==> src/rtl/qsys_hex_display_pio.sv <==
// Avalon-MM seven-segment output PIO with atomic set/clear writes and a per-digit
// hardware blink engine driven by a programmable half-period divider.
module qsys_hex_display_pio #(
  parameter int          NUM_DIGITS      = 4,
  parameter int          DIGIT_WIDTH     = 7,
  parameter logic [31:0] RESET_VALUE     = 32'hFFFF_FFFF,
  parameter logic [31:0] BLINK_DIV_RESET = 32'd25_000_000
) (
  input  logic                              clk,
  input  logic                              reset_n,
  input  logic [2:0]                        address,
  input  logic                              chipselect,
  input  logic                              write_n,
  input  logic [31:0]                       writedata,
  output logic [31:0]                       readdata,
  output logic [NUM_DIGITS*DIGIT_WIDTH-1:0] out_port
);

  localparam int W = NUM_DIGITS * DIGIT_WIDTH;
  localparam logic [W-1:0] RST_DATA = RESET_VALUE[W-1:0];

  localparam logic [2:0] A_DATA  = 3'd0;
  localparam logic [2:0] A_MASK  = 3'd1;
  localparam logic [2:0] A_DIV   = 3'd2;
  localparam logic [2:0] A_STAT  = 3'd3;
  localparam logic [2:0] A_SET   = 3'd4;
  localparam logic [2:0] A_CLEAR = 3'd5;

  logic [W-1:0]          data_q;
  logic [NUM_DIGITS-1:0] mask_q;
  logic [31:0]           div_q;
  logic [31:0]           cnt_q;
  logic                  phase_q;
  logic                  wr;
  logic                  unused_wdata;

  assign wr = chipselect && !write_n;
  // Only the low W bits of writedata reach DATA; the rest are deliberately dropped.
  assign unused_wdata = ^writedata;

  always_ff @(posedge clk or negedge reset_n) begin
    if (!reset_n) begin
      data_q <= RST_DATA;
      mask_q <= '0;
      div_q  <= BLINK_DIV_RESET;
    end else if (wr) begin
      case (address)
        A_DATA:  data_q <= writedata[W-1:0];
        A_MASK:  mask_q <= writedata[NUM_DIGITS-1:0];
        A_DIV:   div_q  <= writedata;
        A_SET:   data_q <= data_q | writedata[W-1:0];
        A_CLEAR: data_q <= data_q & ~writedata[W-1:0];
        default: ;
      endcase
    end
  end

  // A divider write restarts the blink cycle and takes priority over a terminal count.
  always_ff @(posedge clk or negedge reset_n) begin
    if (!reset_n) begin
      cnt_q   <= '0;
      phase_q <= 1'b0;
    end else if (wr && address == A_DIV) begin
      cnt_q   <= '0;
      phase_q <= 1'b0;
    end else if (div_q == 32'd0) begin
      cnt_q   <= '0;
      phase_q <= 1'b0;
    end else if (cnt_q == div_q - 32'd1) begin
      cnt_q   <= '0;
      phase_q <= ~phase_q;
    end else begin
      cnt_q   <= cnt_q + 32'd1;
    end
  end

  always_comb begin
    readdata = '0;
    case (address)
      A_DATA: readdata[W-1:0]          = data_q;
      A_MASK: readdata[NUM_DIGITS-1:0] = mask_q;
      A_DIV:  readdata                 = div_q;
      A_STAT: readdata[0]              = phase_q;
      default: ;
    endcase
  end

  for (genvar i = 0; i < NUM_DIGITS; i++) begin : g_digit
    assign out_port[i*DIGIT_WIDTH +: DIGIT_WIDTH] =
      (mask_q[i] && phase_q) ? {DIGIT_WIDTH{1'b1}} : data_q[i*DIGIT_WIDTH +: DIGIT_WIDTH];
  end

endmodule

==> config.mk <==
export PLATFORM = sky130hd
export DESIGN_NAME = qsys_hex_display_pio
export DESIGN_NICKNAME = d
export VERILOG_FILES = /design/src/rtl/qsys_hex_display_pio.sv
export SDC_FILE = /design/constraint.sdc
export NUM_CORES = 1
export LEC_CHECK = 0
export ABC_AREA = 1
export BUFFER_PORTS_ARGS = -buffer_cell sky130_fd_sc_hd__buf_2
export CAP_MARGIN = 20
export CORE_ASPECT_RATIO = 1.25
export CORE_UTILIZATION = 50
export DETAILED_ROUTE_END_ITERATION = 8
export PLACE_DENSITY = 0.8
export SLEW_MARGIN = 15
export SYNTH_ARGS = -nofsm -noshare
export SYNTH_HDL_FRONTEND = slang
export SYNTH_SLANG_ARGS = --single-unit
==> constraint.sdc <==
create_clock -name clk -period 2.1 [get_ports clk]
set_input_delay 0.525 -clock clk [delete_from_list [all_inputs] [get_ports clk]]
set_output_delay 0.525 -clock clk [all_outputs]
set_load 0.03 [all_outputs]
==> results of run 1 <==
cell families after synthesis:
group | count (synthesis) | share of synthesized area [%]
simple gates | 448 | 31.2
compound gates | 136 | 12.2
flops | 97 | 39.3
buf+inv | 164 | 10.3
xor+xnor | 48 | 6.67
fa+ha+maj | 2 | 0.397
flip-flops by register name, summed over array words and instances, names as in the netlist:
name     count
div_q       32
mask_q       4
cnt_q       32
phase_q      1
data_q      28
through the flow:
step / total power (uW) / TNS (ns) / util [%] / cell area, um2 / setup WS, ns
after floorplan: 4250 / 0 / - / 6300 / 0.000857
after global placement: 5100 / -2.62 / 61.4 / 7500 / -0.0988
after detailed placement: 5160 / -6.01 / 61.4 / 7500 / -0.213
after CTS: 7100 / -6.66 / 66.1 / 8070 / -0.228
after global routing: 7640 / -17.83 / 67.0 / 8180 / -0.594
final: 7240 / -9.48 / 67.0 / 8180 / -0.326
timing repair:
item / CTS / global route
gates cloned: 1 / 0
endpoints found under the setup margin: 33 / 47
buffers inserted: 10 / 2
gates resized for setup: 32 / 36
hold buffers: 0 / 0
pin swaps: 14 / 22
placed cells by master, fill, tap and decap left out, drive strengths merged, types with 11 or more instances in the layout:
cell	Yosys	final
nand3	32	32
clkbuf	19	12
a21oi	32	32
nand4	11	11
nand2	238	238
nor3	11	11
inv	142	143
xor2	35	35
nor2	138	138
dfstp	40	40
dfrtp	57	57
buf	3	181
o22ai	52	52
o21ai	47	47
xnor2	13	13
power by group through the flow:
stage          Clock (uW)  Sequential, uW  Combinational (uW)
2_1_floorplan           0            2570                1680
3_3_place_gp            0            2640                2460
3_5_place_dp            0            2650                2510
4_1_cts              1860            2620                2620
5_1_grt              1940            2680                3010
6_report             1850            2640                2750
final timing paths:
path / startpoint / end / slack [ns] / cells past startpoint
setup reg to reg: div_q[8]$_DFFE_PN0P_ / cnt_q[11]$_DFF_PN0_ / -0.33 / 16
max in group asynchronous: reset_n / data_q[24]$_DFFE_PN1P_ / 1.36 / 2
setup / recovery: div_q[8]$_DFFE_PN0P_ / cnt_q[11]$_DFF_PN0_ / -0.33 / 16
hold / removal: reset_n / div_q[2]$_DFFE_PN0P_ / 0.09 / 1
min in group clk: writedata[30] / div_q[30]$_DFFE_PN0P_ / 0.38 / 3
hold reg to reg: data_q[0]$_DFFE_PN1P_ / data_q[0]$_DFFE_PN1P_ / 0.51 / 2
routing by layer:
metal / global-route usage (%) / wire (um) / vias to the layer above
li1: - / - / 3178
met1: 36.8 / 7330 / 3096
met2: 47.6 / 9220 / 316
met3: 4.92 / 1200 / 83
met4: 11.4 / 737 / 0
met5: 0 / 0 / -
area by class of cell:
type                       count  share of cell area (%)
clock buffer                  11                    3.10
clock inverter                 5                    1.04
inverter                     142                    6.51
multi-input combinational    634                    41.2
sequential                    97                    30.3
tap                          164                    2.51
timing repair buffer         182                    15.4
worst max-delay path: stages, from the launching register on:
cell and delay [ns]:
dfrtp_1 0.46, nor2_2 0.20, nand2_1 0.09, nor2_2 0.13, nand2_2 0.11, nor2_2 0.16
nand2_1 0.08, nand3_1 0.09, nand2_1 0.07, nor2_1 0.20, nand2_1 0.14, nor2_4 0.13
nand2_2 0.08, nand2_4 0.10, buf_12 0.12, buf_12 0.11, nor2_1 0.04
==> load_flow_metrics.sql, run 1 <==
INSERT INTO impl_metrics (metric_group, metric, value, unit) VALUES
('cts', 'cts.sinks', '97', ''),
('detailed_routing', 'first_iter_violations', '611', ''),
('detailed_routing', 'drt.antenna.violating_nets', '0', ''),
('floorplanning', 'starting_utilization_of_the_core_area', '51.6', '%'),
('sta', 'slew_violations', '0', ''),
('synthesis', 'yosysWarningCount', '0', ''),
('cts', 'cts_tree', 'built', ''),
('cts', 'clk-insertion-delay-late', '0.35', 'ns'),
('sta', 'hold_slack', '0.0927', 'ns'),
('floorplanning', 'core', '12200', 'um2'),
('synthesis', 'number_of_unique_standard_cell_types_used_by_synthesis', '34', ''),
('global_routing', 'grt_pass1_wl', '29.1', 'mm'),
('run_status', 'failed_checks', 'negative setup slack', ''),
('layout', 'final_cell_count_no_fill', '1235', ''),
('detailed_routing', 'wl_per_cell', '15.0', 'um'),
('layout', 'post_route_cells_drive_above_1_share', '30.3', '%'),
('sta', 'worst_pin_slew', '0.390', 'ns'),
('layout', 'antenna-diode-count', '0', ''),
('placement', 'gp_congestion', '0.970', ''),
('sta', 'hold_violation_total_from_the_final_report', '0', ''),
('cts', 'numCtsBuffers', '9', ''),
('sta', 'layout_worst_path_cycle_share', '116', '%'),
('placement', 'placement.io_buffers', '98', ''),
('floorplanning', 'die_area', '13100', 'um2'),
('synthesis', 'yosysTopAreaCell', 'dfrtp_1', ''),
('floorplanning', 'boundaryPins', '99', ''),
('sta', 'finalClockSkew', '0.0103', 'ns'),
('cts', 'cts.clk_slew.worst_paths', '0.07', 'ns'),
('layout', 'fillCellCount', '972', ''),
('hold_path', 'hp-class', 'in2async', ''),
('power_and_ir_drop', 'power.net_switching', '2750', 'uW'),
('detailed_routing', 'via_count', '6673', ''),
('synthesis', 'netlist_area', '6300', 'um2'),
('sta', 'unrepaired_setup_endpoints_after_global_routing', 'true', ''),
('sta', 'final-setup-viol-count', '33', ''),
('synthesis', 'dominantRegCellSynth', 'dfrtp_1', ''),
('synthesis', 'synth_nets', '936', ''),
('global_routing', 'grt_antenna_before_repair', '0', ''),
('layout', 'regArea', '2480', 'um2'),
('sta', 'finalWorstSetupSlack', '-0.326', 'ns'),
('power_and_ir_drop', 'vdd.ir_drop.worst', '0.000588', 'V'),
('setup_path', 'setup.worst_path.class', 'reg2reg', ''),
('synthesis', 'largest_cells_by_area_after_synthesis', 'dfrtp_1 23%, dfstp_2 17%, nand2_1 14%', ''),
('floorplanning', 'fp.dieW', '102', 'um'),
('detailed_routing', 'drt_pass1_iterations', '5', ''),
('setup_path', 'critical_path_start_type', 'flip-flop', ''),
('detailed_routing', 'wirelength', '18.5', 'mm'),
('power_and_ir_drop', 'power.internal', '4490', 'uW'),
('synthesis', 'seq_area_frac_synth', '39.3', '%'),
('synthesis', 'yosys.area.top_type_share', '22.6', '%'),
('setup_path', 'cp.arrival', '2.66', 'ns'),
('synthesis', 'synth.top_cells.by_count', '228 x nand2_1, 139 x inv_1, 112 x nor2_1, 57 x dfrtp_1, 52 x o22ai_1', ''),
('power_and_ir_drop', 'power.share.combinational', '38.0', '%'),
('power_and_ir_drop', 'clkPwrFrac', '25.5', '%'),
('setup_path', 'critical_path_required', '2.34', 'ns'),
('global_routing', 'track_usage', '28.7', '%'),
('global_routing', 'first_global_vias', '6199', ''),
('power_and_ir_drop', 'sequentialPowerShare', '36.5', '%'),
('floorplanning', 'std_cell_rows', '45', ''),
('synthesis', 'post-synth-top-count-cell', 'nand2_1', ''),
('cts', 'htreeDepth', '3', ''),
('detailed_routing', 'drc', '0', ''),
('setup_path', 'crit_path_max_fanout', '8', ''),
('floorplanning', 'fp.dieH', '128', 'um'),
('run', 'max-cap-violations', '0', ''),
('detailed_routing', 'via_density', '5.40', ''),
('synthesis', 'synth_edf_count', '0', ''),
('run_status', 'run_status', 'finished with violations', ''),
('power_and_ir_drop', 'power_density', '885', 'nW/um2'),
('placement', 'dpl.cell_count', '1207', ''),
('layout', 'net_total_in_the_final_layout', '1107', '');
Power figures use the tool's default switching activity.
==> run 2, diff against run 1 <==
Settings changed: CORE_UTILIZATION 50 to 40, PLACE_DENSITY 0.8 to 0.67, SETUP_SLACK_MARGIN from default to 0.15.
==> load_flow_metrics.sql, run 2 (synthesis results as in run 1) <==
INSERT INTO impl_metrics (metric_group, metric, value, unit) VALUES
('run_status', 'run_status', 'finished with violations', ''),
('run_status', 'failed_checks', 'negative setup slack', ''),
('floorplanning', 'std_cell_rows', '50', ''),
('cts', 'cts-hold-fix-buffers', '0', ''),
('sta', 'worst_pin_slew', '0.508', 'ns'),
('sta', 'final-setup-viol-count', '33', ''),
('layout', 'leading_cell_type_in_the_layout_fill_and_taps_excluded', 'nand2_1', ''),
('sta', 'hold_violation_total_from_the_final_report', '0', ''),
('cts', 'htreeDepth', '3', ''),
('detailed_routing', 'first_iter_violations', '422', ''),
('floorplanning', 'core', '15200', 'um2'),
('cts', 'cts-root-to-sink-buffers', '2', ''),
('detailed_routing', 'drc', '0', ''),
('placement', 'placedInstanceArea', '7550', 'um2'),
('sta', 'unrepaired_setup_endpoints_after_global_routing', 'true', ''),
('layout', 'area.growth.synth_to_final', '46.1', '%'),
('layout', 'antenna-diode-count', '0', ''),
('power_and_ir_drop', 'power_density', '826', 'nW/um2'),
('global_routing', 'grt_overflow', '0', ''),
('global_routing', 'first_global_vias', '6446', ''),
('global_routing', 'grt_start_max_net_pins', '49', ''),
('setup_path', 'critical_path_start_type', 'flip-flop', ''),
('setup_path', 'worst_path_largest_cell_delay', '0.38', 'ns'),
('cts', 'cts_tree', 'built', ''),
('power_and_ir_drop', 'vdd.ir_drop.worst', '0.000564', 'V'),
('cts', 'numCtsBuffers', '9', ''),
('setup_path', 'cp.arrival', '2.54', 'ns'),
('cts', 'root_buffer', 'clkbuf_16', ''),
('run', 'max-cap-violations', '0', ''),
('power_and_ir_drop', 'power.static_leakage', '0.00434', 'uW'),
('detailed_routing', 'wl_per_cell', '16.1', 'um'),
('global_routing', 'grt_antenna_before_repair', '0', ''),
('setup_path', 'critPathMostFrequentCell', 'buf_4', ''),
('floorplanning', 'fp.dieH', '142', 'um'),
('layout', 'final_area', '9210', 'um2'),
('layout', 'post_route_cells_drive_above_1_share', '35.4', '%'),
('layout', 'net_total_in_the_final_layout', '1121', ''),
('sta', 'layout_min_cycle_time', '2.31', 'ns'),
('layout', 'mostFrequentLayoutCells', '208 x nand2_1, 132 x inv_1, 90 x nor2_1, 76 x buf_4, 63 x buf_2', ''),
('sta', 'maximum_clock_frequency', '0.434', 'GHz'),
('sta', 'summed_negative_setup_slack_over_all_endpoints', '-5.81', 'ns'),
('hold_path', 'hp-class', 'in2async', ''),
('floorplanning', 'fp.dieW', '114', 'um'),
('setup_path', 'crit_slowest_cell', 'dfrtp_1', ''),
('sta', 'slew_violations', '0', ''),
('placement', 'hpwl', '13.8', 'mm'),
('floorplanning', 'boundaryPins', '99', ''),
('setup_path', 'critical_path_end_type', 'flip-flop', ''),
('sta', 'finalWorstSetupSlack', '-0.207', 'ns'),
('global_routing', 'track_usage', '25.2', '%'),
('sta', 'slew_headroom', '66.0', '%'),
('cts', 'cts.sinks', '97', ''),
('setup_path', 'path_cells', 'buf_4, clkinvlp_4, nand2_1, nor2_2, buf_4, inv_1, o21ai_1, a21oi_1, nor2_1, nand2_1, nor2_4, buf_4, buf_4, nand3_1, nand2_1, nor2_1', ''),
('placement', 'placement.io_buffers', '98', ''),
('layout', 'largest_registers', 'cnt_q x32, div_q x32, data_q x28', ''),
('detailed_routing', 'wirelength', '20.8', 'mm'),
('setup_path', 'crit_path_max_fanout', '4', ''),
('detailed_routing', 'via_density', '5.10', ''),
('cts', 'clk-insertion-delay-late', '0.35', 'ns'),
('setup_path', 'setup.worst_path.class', 'reg2reg', ''),
('floorplanning', 'die_area', '16300', 'um2'),
('detailed_routing', 'drt.antenna.violating_nets', '0', ''),
('detailed_routing', 'drt_pass1_iterations', '5', ''),
('placement', 'gp_congestion', '0.892', ''),
('sta', 'layout_worst_path_cycle_share', '110', '%'),
('sta', 'finalClockSkew', '0.0105', 'ns'),
('global_routing', 'grt_pass1_wl', '31.9', 'mm'),
('detailed_routing', 'via_count', '6600', ''),
('floorplanning', 'starting_utilization_of_the_core_area', '41.5', '%'),
('setup_path', 'critical_path_required', '2.34', 'ns'),
('cts', 'cts.clk_slew.worst_paths', '0.07', 'ns'),
('placement', 'dpl_worst_slack', '-0.165', 'ns');
## run 2: critical path: cells and delay by family, from the launching register on
family,cells,cell delay (ns)
simple gates,8,0.83
compound gates,2,0.28
flops,1,0.38
buf+inv,6,0.71
## run 2: cell type report
type / count / area [um2]
inverter: 142 / 544
clock buffer: 10 / 229
timing repair buffer: 196 / 1750
fill: 1265 / 5990
multi-input combinational: 634 / 3860
sequential: 97 / 2480
tap: 208 / 260
clock inverter: 6 / 88.8
## run 2: report_power, final
part	internal [uW]	switching, uW	leakage, uW	total, uW
sequential	2330	303	0.00116	2640
combinational	1240	1950	0.00303	3200
clock	1050	730	0.000157	1780
total	4630	2990	0.00434	7610
## run 2: path summary, 6_finish.rpt
kind	slack [ns]	endpoint	start	cells after the start
worst max-delay path	-0.21	phase_q$_DFFE_PN0P_	div_q[17]$_DFFE_PN0P_	16
worst min-delay path	0.12	div_q[10]$_DFFE_PN0P_	reset_n	1
worst max register to register	-0.21	phase_q$_DFFE_PN0P_	div_q[17]$_DFFE_PN0P_	16
worst min register to register	0.52	data_q[0]$_DFFE_PN1P_	data_q[0]$_DFFE_PN1P_	2
max in group asynchronous	1.33	div_q[21]$_DFFE_PN1P_	reset_n	2
min in group clk	0.38	div_q[29]$_DFFE_PN0P_	writedata[29]	3
## run 2: per-stage QoR
| stage | util [%] | std cells | total power (uW) | hold WS (ns) |
|---|---|---|---|---|
| 6_report | 60.6 | 1293 | 7610 | 0.121 |
| 5_1_grt | 60.6 | 1293 | 8020 | 0.140 |
| 4_1_cts | 57.6 | 1279 | 7350 | 0.126 |
| 3_5_place_dp | 49.7 | 1248 | 5180 | 0.497 |
| 3_3_place_gp | 49.7 | 1248 | 5140 | 0.488 |
| 2_1_floorplan | - | 895 | 4280 | 0.229 |
## run 2: metal layers
layer	wire length, um	track usage, %
met1	8420	31.1
met2	10500	43.6
met3	903	3.66
met4	907	10.9
met5	0	0
## run 2: what timing repair did
item | 4_1_cts | 5_1_grt
gates resized for setup | 150 | 65
endpoints found under the setup margin | 85 | 93
pin swaps | 17 | 29
setup buffers | 9 | 10
cloned | 6 | 4
==> run 3, diff against run 2 <==
Settings changed: ABC_AREA 1 to default, PLACE_DENSITY 0.67 to 0.65.
Clock period 2.1 ns to 2.91 ns, I/O delays scaled along.
==> load_flow_metrics.sql, run 3 <==
INSERT INTO impl_metrics (metric_group, metric, value, unit) VALUES
('sta', 'hold_violation_total_from_the_final_report', '0', ''),
('run', 'max-cap-violations', '0', ''),
('synthesis', 'post_synthesis_average_cell_area', '9.88', 'um2'),
('placement', 'dpl_worst_slack', '-0.453', 'ns'),
('layout', 'net_total_in_the_final_layout', '783', ''),
('sta', 'layout_worst_path_cycle_share', '114', '%'),
('floorplanning', 'starting_utilization_of_the_core_area', '41.2', '%'),
('detailed_routing', 'via_count', '5273', ''),
('sta', 'worst_pin_slew', '0.652', 'ns'),
('global_routing', 'grt_pass1_wl', '27.7', 'mm'),
('layout', 'antenna-diode-count', '0', ''),
('global_routing', 'grt_use_met3', '3.28', '%'),
('global_routing', 'grt_start_max_net_pins', '53', ''),
('synthesis', 'synth_edf_count', '0', ''),
('cts', 'root_buffer', 'clkbuf_16', ''),
('power_and_ir_drop', 'power_density', '646', 'nW/um2'),
('layout', 'post_route_cells_drive_above_1_share', '39.0', '%'),
('sta', 'slew_headroom', '56.5', '%'),
('synthesis', 'netlist_area', '5970', 'um2'),
('global_routing', 'grt_overflow', '0', ''),
('setup_path', 'critical_path_required', '3.20', 'ns'),
('sta', 'hold_slack', '0.371', 'ns'),
('placement', 'dpl.cell_count', '902', ''),
('global_routing', 'grt_use_met2', '40.4', '%'),
('placement', 'hpwl', '12.2', 'mm'),
('setup_path', 'worst_path_largest_cell_delay', '0.55', 'ns'),
('layout', 'final_cell_count_no_fill', '925', ''),
('setup_path', 'critical_path_end_type', 'flip-flop', ''),
('synthesis', 'synth_nets', '645', ''),
('cts', 'numCtsBuffers', '9', ''),
('global_routing', 'grtUsageMet1', '26.9', '%'),
('setup_path', 'critical_path.startpoint', 'div_q[10]$_DFFE_PN0P_', ''),
('floorplanning', 'fp.dieH', '139', 'um'),
('synthesis', 'synth.top_cells.by_count', '57 x dfrtp_1, 52 x a22o_1, 44 x nor3_1, 40 x dfstp_2, 36 x mux2_2', ''),
('synthesis', 'seq_area_frac_synth', '41.5', '%'),
('layout', 'mostFrequentLayoutCells', '97 x buf_2, 60 x buf_4, 57 x dfrtp_1, 42 x nor3_1, 40 x dfstp_2', ''),
('floorplanning', 'core', '14500', 'um2'),
('synthesis', 'synth_async_sr_flop_share', '100', '%'),
('synthesis', 'post-synth-top-count-cell', 'dfrtp_1', ''),
('synthesis', 'dominantRegCellSynth', 'dfrtp_1', ''),
('setup_path', 'critPathBufInv', '0', ''),
('synthesis', 'synthCells', '604', ''),
('placement', 'placement.io_buffers', '98', ''),
('setup_path', 'critical_path_start_type', 'flip-flop', ''),
('setup_path', 'rr_startpoint', 'div_q[10]$_DFFE_PN0P_', ''),
('cts', 'cts-hold-fix-buffers', '0', ''),
('cts', 'clk-insertion-delay-late', '0.36', 'ns'),
('global_routing', 'grt_antenna_before_repair', '0', ''),
('global_routing', 'first_global_vias', '5393', ''),
('sta', 'summed_negative_setup_slack_over_all_endpoints', '-11.86', 'ns'),
('power_and_ir_drop', 'power.static_leakage', '0.00338', 'uW'),
('sta', 'layout_min_cycle_time', '3.31', 'ns'),
('setup_path', 'setup.worst_path.class', 'reg2reg', ''),
('setup_path', 'critPathMostFrequentCell', 'or4_4', ''),
('layout', 'area.growth.synth_to_final', '24.9', '%'),
('layout', 'largest_registers', 'cnt_q x32, div_q x32, data_q x28', ''),
('setup_path', 'timing.critical_path.max_delay_family', 'simple AND/OR/NAND/NOR gates', ''),
('global_routing', 'globalRoute.busiestLayer', 'met2', ''),
('floorplanning', 'std_cell_rows', '49', ''),
('detailed_routing', 'first_iter_violations', '294', ''),
('detailed_routing', 'drc', '16', ''),
('synthesis', 'largest_cells_by_area_after_synthesis', 'dfrtp_1 24%, dfstp_2 18%, a22o_1 7.6%', ''),
('hold_path', 'hp-class', 'in2async', ''),
('synthesis', 'yosysTopAreaCell', 'dfrtp_1', ''),
('setup_path', 'crit_slowest_cell', 'or4_4', ''),
('synthesis', 'number_of_unique_standard_cell_types_used_by_synthesis', '57', ''),
('setup_path', 'cp.arrival', '3.60', 'ns'),
('detailed_routing', 'via_density', '5.70', ''),
('floorplanning', 'die_area', '15400', 'um2'),
('sta', 'slew_violations', '0', ''),
('run_status', 'failed_checks', 'design-rule violations, negative setup slack', ''),
('floorplanning', 'boundaryPins', '99', ''),
('sta', 'unrepaired_setup_endpoints_after_global_routing', 'true', ''),
('global_routing', 'track_usage', '22.6', '%'),
('power_and_ir_drop', 'vdd.ir_drop.worst', '0.000371', 'V'),
('detailed_routing', 'wirelength', '16.9', 'mm'),
('run_status', 'run_status', 'finished with violations', ''),
('cts', 'cts-root-to-sink-buffers', '2', ''),
('cts', 'cts.sinks', '97', ''),
('sta', 'finalWorstSetupSlack', '-0.399', 'ns'),
('sta', 'maximum_clock_frequency', '0.302', 'GHz'),
('detailed_routing', 'drt.antenna.violating_nets', '0', ''),
('synthesis', 'yosys.area.top_type_share', '23.9', '%'),
('detailed_routing', 'wl_per_cell', '18.3', 'um'),
('detailed_routing', 'drt_pass1_iterations', '6', ''),
('sta', 'finalClockSkew', '0.00804', 'ns'),
('cts', 'htreeDepth', '3', ''),
('cts', 'cts.clk_slew.worst_paths', '0.07', 'ns'),
('synthesis', 'synth.ff_latch_count', '97', ''),
('sta', 'final-setup-viol-count', '33', ''),
('synthesis', 'yosysWarningCount', '0', ''),
('floorplanning', 'fp.dieW', '111', 'um'),
('cts', 'cts_tree', 'built', ''),
('setup_path', 'path_cells', 'or4_4, or4_4, or4_4, xnor2_2, a2111oi_1, nand3_1, or4_1, a21oi_1', ''),
('placement', 'gp_congestion', '0.860', ''),
('setup_path', 'crit_path_max_fanout', '5', ''),
('layout', 'leading_cell_type_in_the_layout_fill_and_taps_excluded', 'buf_2', '');
[run 3: final timing paths]
check                                         endpoint  slack, ns  cells past startpoint
worst min register to register      cnt_q[0]$_DFF_PN0_       0.54                      1
worst min-delay path             mask_q[0]$_DFFE_PN0P_       0.37                      1
worst max-delay path               phase_q$_DFFE_PN0P_      -0.40                      8
min in group clk                    cnt_q[0]$_DFF_PN0_       0.54                      1
max in group asynchronous       data_q[10]$_DFFE_PN1P_       1.80                      2
worst max register to register     phase_q$_DFFE_PN0P_      -0.40                      8
[run 3: cell families (layout without fill, tap and decap cells)]
| family | Yosys count | count (layout) | synth area share, % |
|---|---|---|---|
| mux | 41 | 41 | 7.84 |
| compound gates | 122 | 122 | 15.0 |
| xor+xnor | 69 | 69 | 10.1 |
| flops | 97 | 97 | 41.5 |
| simple gates | 229 | 229 | 22.0 |
| buf+inv | 44 | 187 | 3.12 |
| fa+ha+maj | 2 | 2 | 0.419 |
[run 3: final cells by class]
class	instances	area [um2]
Fill cell	1331	7010
Inverter	8	30.0
Clock buffer	10	229
Clock inverter	6	67.6
Multi-Input combinational cell	463	3370
Sequential cell	97	2480
Timing Repair Buffer	163	1060
Tap cell	178	223
[run 3: per-layer routing]
layer  share of wire, %  vias to the layer above
li1                   -                     2490
met3                3.7                       31
met5                  0                        -
met2                 52                      147
met4                2.7                        0
met1                 42                     2605
[run 3: timing repair]
item | CTS | global route
pin swaps | 2 | 2
gates cloned | 2 | 1
setup buffers | 1 | 3
resized for setup | 2 | 5
setup endpoints to repair | 33 | 33
[run 3: power by group]
group	internal, uW	switching, uW
clock network	670	547
logic	769	925
registers	1670	241
[run 3: per-stage QoR]
step                      total power (uW)  cell area [um2]  utilization [%]
after floorplan                       3000             6020                -
after global placement                3560             7050             48.7
after detailed placement              3580             7050             48.7
after CTS                             4820             7400             51.2
after global routing                  5070             7460             51.5
final                                 4820             7460             51.5
